[src/rtl/c2h_line_arbiter.sv]
// Packet-granular round-robin mux of NUM_SRC line sources onto XDMA C2H stream 0, prefixing each packet with a tag header.
// Each packet costs one IDLE decision cycle plus one header beat. m_tready goes straight back to the granted source.
module c2h_line_arbiter #(
  parameter int          NUM_SRC    = 4,
  parameter int          DATA_WIDTH = 64,
  parameter logic [15:0] SYNC_WORD  = 16'hA55A,
  localparam int         GW         = $clog2(NUM_SRC),
  localparam int         KW         = DATA_WIDTH / 8
) (
  input  logic                    user_clk,
  input  logic                    user_rst,
  input  logic                    user_lnk_up,
  input  logic [NUM_SRC*DATA_WIDTH-1:0] src_tdata,
  input  logic [NUM_SRC*KW-1:0]   src_tkeep,
  input  logic [NUM_SRC-1:0]      src_tlast,
  input  logic [NUM_SRC-1:0]      src_tvalid,
  output logic [NUM_SRC-1:0]      src_tready,
  output logic [DATA_WIDTH-1:0]   m_tdata,
  output logic [KW-1:0]           m_tkeep,
  output logic                    m_tlast,
  output logic                    m_tvalid,
  input  logic                    m_tready,
  output logic [GW-1:0]           grant_id,
  output logic                    busy
);

  typedef enum logic [1:0] {IDLE, HDR, DATA} state_t;

  typedef struct packed {
    logic [15:0] sync;
    logic [7:0]  src;
    logic [7:0]  rsvd;
    logic [31:0] seq;
  } hdr_t;

  state_t                state, state_nxt;
  logic [GW-1:0]         rr_ptr;
  logic [31:0]           seq [NUM_SRC];
  logic [DATA_WIDTH-1:0] s_dat [NUM_SRC];
  logic [KW-1:0]         s_keep [NUM_SRC];
  logic                  pick_vld;
  logic [GW-1:0]         pick;
  hdr_t                  hdr;
  logic                  hdr_fire;

  for (genvar i = 0; i < NUM_SRC; i++) begin : g_unpack
    assign s_dat[i]  = src_tdata[i*DATA_WIDTH +: DATA_WIDTH];
    assign s_keep[i] = src_tkeep[i*KW +: KW];
  end

  // Search starts one past the last grant so a re-requesting source goes to the back of the line.
  always_comb begin
    pick_vld = 1'b0;
    pick     = '0;
    for (int k = 1; k <= NUM_SRC; k++) begin
      if (!pick_vld && src_tvalid[GW'((int'(rr_ptr) + k) % NUM_SRC)]) begin
        pick_vld = 1'b1;
        pick     = GW'((int'(rr_ptr) + k) % NUM_SRC);
      end
    end
  end

  assign hdr      = '{sync: SYNC_WORD, src: 8'(grant_id), rsvd: 8'h00, seq: seq[grant_id]};
  assign hdr_fire = (state == HDR) && m_tready;
  assign busy     = (state != IDLE);

  always_comb begin
    state_nxt  = state;
    src_tready = '0;
    m_tvalid   = 1'b0;
    m_tlast    = 1'b0;
    m_tdata    = '0;
    m_tkeep    = '0;
    case (state)
      IDLE: begin
        if (user_lnk_up && pick_vld) state_nxt = HDR;
      end
      HDR: begin
        m_tvalid = 1'b1;
        m_tkeep  = '1;
        m_tdata  = DATA_WIDTH'(hdr);
        if (m_tready) state_nxt = DATA;
      end
      DATA: begin
        m_tdata              = s_dat[grant_id];
        m_tkeep              = s_keep[grant_id];
        m_tlast              = src_tlast[grant_id];
        m_tvalid             = src_tvalid[grant_id];
        src_tready[grant_id] = m_tready;
        if (src_tvalid[grant_id] && m_tready && src_tlast[grant_id]) state_nxt = IDLE;
      end
      default: state_nxt = IDLE;
    endcase
  end

  always_ff @(posedge user_clk or posedge user_rst) begin
    if (user_rst) begin
      state    <= IDLE;
      rr_ptr   <= GW'(NUM_SRC - 1);
      grant_id <= '0;
    end else begin
      state <= state_nxt;
      if (state == IDLE && user_lnk_up && pick_vld) begin
        grant_id <= pick;
        rr_ptr   <= pick;
      end
    end
  end

  // Sequence number counts headers actually accepted, wrapping at 2^32.
  always_ff @(posedge user_clk or posedge user_rst) begin
    if (user_rst) begin
      for (int i = 0; i < NUM_SRC; i++) seq[i] <= '0;
    end else if (hdr_fire) begin
      seq[grant_id] <= seq[grant_id] + 32'd1;
    end
  end

endmodule

[config.mk]
export PLATFORM = sky130hd
export DESIGN_NAME = c2h_line_arbiter
export DESIGN_NICKNAME = d
export VERILOG_FILES = /design/src/rtl/c2h_line_arbiter.sv
export SDC_FILE = /design/constraint.sdc
export NUM_CORES = 1
export LEC_CHECK = 0
export BUFFER_PORTS_ARGS = -buffer_cell sky130_fd_sc_hd__buf_2
export CAP_MARGIN = 20
export CORE_AREA = 2 2 147 149
export CTS_BUF_LIST = sky130_fd_sc_hd__clkbuf_16
export CTS_CLUSTER_SIZE = 14
export DETAILED_ROUTE_END_ITERATION = 8
export DIE_AREA = 0 0 149 151
export PLACE_DENSITY = 0.7
export SYNTH_ARGS = -nofsm -noshare
export SYNTH_HDL_FRONTEND = slang
export SYNTH_SLANG_ARGS = --single-unit
[constraint.sdc]
create_clock -name user_clk -period 6.8 [get_ports user_clk]
set_input_delay 1.36 -clock user_clk [delete_from_list [all_inputs] [get_ports user_clk]]
set_output_delay 1.36 -clock user_clk [all_outputs]
set_load 0.01 [all_outputs]
==> results.txt <==
vias after detailed routing -> 7958
largest net degree at the start of global routing -> 68
chip width -> 149 um
Synth cell types -> 45
final worst setup slack -> 2262 ps
share of post-route cells with drive strength above 1 -> 47.25%
final WL -> 30220 um
most common cell after layout, fill and taps aside -> buf_2
DR pass1 iterations -> 5
Yosys warning total -> 0
sequential element share of the synthesized area -> 38.56%
Clock Skews -> 9.926 ps
fin crit share -> 66.74%
Clock Latency Late Sink -> 420 ps
Starting Density -> 41.79%
overall routing resource usage -> 26.19%
H-tree depth -> 4
post-synthesis cell count -> 789
Worst Hold Class -> reg -> reg
CTS sink cnt -> 134
largest family of logic cells by synthesized area -> multiplexers
post-CTS setup repair buffer count -> 0
syn nets -> 1094
Final min period -> 4538 ps
wire length of the first global-routing pass -> 43740 um
fillers -> 1871
Ports -> 381
CTS resizes -> 0
slowest stage delay, CP -> 870 ps
root buffer cell -> clkbuf_16
# DRC -> 0
DPL Wire Length -> 23220 um
CTS tree -> built
area grow syn2layout -> 29.62%
Setup CP Type -> reg -> out
Std-Cell Rows -> 53
layer with the highest usage -> met2
vias in the first global route -> 7571
routed vias/inst -> 5.592
IR drop worst, VDD -> 0.1651 mV
DR iter-0 viols -> 574
Slew Viols, Final -> 0
final hold slack -> 476.1 ps
Worst-path clk slew -> 60 ps
Final #Nets -> 1438
Fin Setup TNS -> 0 ps
simple-gate area share of the yosys netlist -> 13.80%
fmax -> 0.2204 GHz
Async SR Flop Fraction -> 100.0%
Critical Path RT -> 5440 ps
Post-CTS Hold Buffers -> 0
Worst slew margin -> 44.64%
Die Span Y -> 151 um
final setup violation count -> 0
CTS Buf Count -> 17
Synth Register Bits -> 134
critical-path cell list -> buf_4 > mux4_1 > a22o_1 > buf_2
CORE AREA -> 20820 sq um
post-synthesis xor/xnor area fraction -> 3.019%
most frequent cells in the layout -> 380 x buf_2, 140 x nand2_1, 130 x dfrtp_1, 99 x mux4_2, 80 x o21ai_0
Hold Fails Final Rpt -> 0
PortBufs -> 380
critical path arrival -> 3180 ps
Primary FF master, synth -> dfrtp_1
met1 Resource Use GR -> 36.65%
RSZ-0062 raised after global routing -> no
Static Leak -> 5.368 nW
CP max stage cell -> dfrtp_4
grt ovf -> 0
Avg Synthesized Cell Area -> 11.03 sq um
P per Cell Area -> 412.8 nW/um^2
CP Launch Type -> flip-flop
pre-CTS WS -> 2618 ps
r2r setup slk -> 3120 ps
Tot Pwr -> 4.656 mW
Crit. End Element -> output pin
Compound-Gate Fraction of Synth Area -> 11.63%
outcome -> completed
post-synthesis mux area share -> 28.44%
Wirelength per Cell -> 21.23 um
Die Area -> 22500 sq um
gpl congestion -> 0.8364
CTS Buffer Depth -> 2
number of flops mapped to enable cells by yosys -> 0
initial antenna violation count -> 6
met3 GRT Util -> 9.699%
Tightest Pin Transition -> 830.3 ps
Synth Area in Adders -> 0.7189%
crit-path max FO -> 37
Syn Std Cell Area -> 8702 sq um
met2 usage -> 39.29%
post-route antenna net violation count -> 0
max-cap violations -> 0
[cell type report]
cell class                 instances  area [sq um]  area share (%)
tap                              275         344.1           3.050
timing repair buffer             393          1999           17.73
clock buffer                      17         425.4           3.771
inverter                           7         28.78          0.2551
clock inverter                    14         90.09          0.7987
antenna                            3         7.507         0.06656
multi-input combinational        580          5021           44.51
sequential                       134          3363           29.82
[critical path: cells and delay by family, from the launching register on]
kind	cells	cell delay, ps
buffers and inverters	2	770
AOI/OAI and AO/OA	1	290
DFF	1	870
muxes	1	780
[metrics by stage]
step,cells,utilization [%],instance area [sq um]
detailed placement,1389,51.66,10760
CTS,1420,54.13,11270
global route,1422,54.16,11280
finish,1423,54.17,11280
global placement,1389,51.66,10760
floorplan,789,-,8702
[synthesized netlist by cell type (2+ instances only)]
library cell | count | area share [%]
mux2_2 | 6 | 0.78
buf_4 | 4 | 0.35
xnor2_1 | 6 | 0.60
o21ai_1 | 19 | 1.1
buf_2 | 11 | 0.63
dfrtp_1 | 132 | 38
buf_6 | 3 | 0.39
a21oi_1 | 35 | 2.0
mux2i_1 | 2 | 0.23
nand4_1 | 14 | 1.0
nand3_1 | 16 | 0.92
nand2_1 | 140 | 6.0
and3_1 | 5 | 0.36
inv_1 | 7 | 0.30
o21ai_0 | 80 | 4.6
clkbuf_1 | 45 | 1.9
and2_1 | 26 | 1.9
buf_1 | 5 | 0.22
mux4_2 | 99 | 26
nor3_1 | 4 | 0.23
a22o_1 | 32 | 3.2
xor2_1 | 24 | 2.4
dfstp_2 | 2 | 0.60
nor2_1 | 40 | 1.7
mux4_1 | 6 | 1.8
a21o_1 | 2 | 0.17
ha_1 | 5 | 0.72
nor4_4 | 2 | 0.49
[power by group]
group / total (mW) / switching (mW) / internal, mW
clock network: 0.798 / 0.342 / 0.457
registers: 1.38 / 0.261 / 1.12
logic: 2.48 / 1.33 / 1.15
total: 4.66 / 1.93 / 2.73
[path summary, 6_finish.rpt]
path,depth (start not counted),start,endpoint
setup / recovery,4,grant_id[0],m_tdata[17]
hold / removal,2,seq[50],seq[50]
setup reg to reg,7,grant_id[0],seq[83]
hold reg to reg,2,seq[50],seq[50]
max in group asynchronous,3,user_rst,seq[51]
min in group asynchronous,2,user_rst,seq[58]
[state kept, by name, summed over array words and instances, names as in the netlist]
register,flops
grant_id,2
rr_ptr,2
seq,128
state,2
[metal layers]
layer / vias to the layer above / routed length (um) / share of wire (%)
li1: 3636 / - / -
met1: 3886 / 12690 / 42
met2: 397 / 13760 / 46
met3: 33 / 3393 / 11
met4: 6 / 336 / 1.1
met5: - / 41 / 0.14
[cells by family after synthesis]
family | Yosys count
AOI/OAI and AO/OA | 174
adders and majority gates | 5
DFF | 134
muxes | 113
and+or+nand+nor | 258
xor gates and xnor gates | 30
buffers and inverters | 75
No activity file was read; power rests on OpenSTA's default activity.
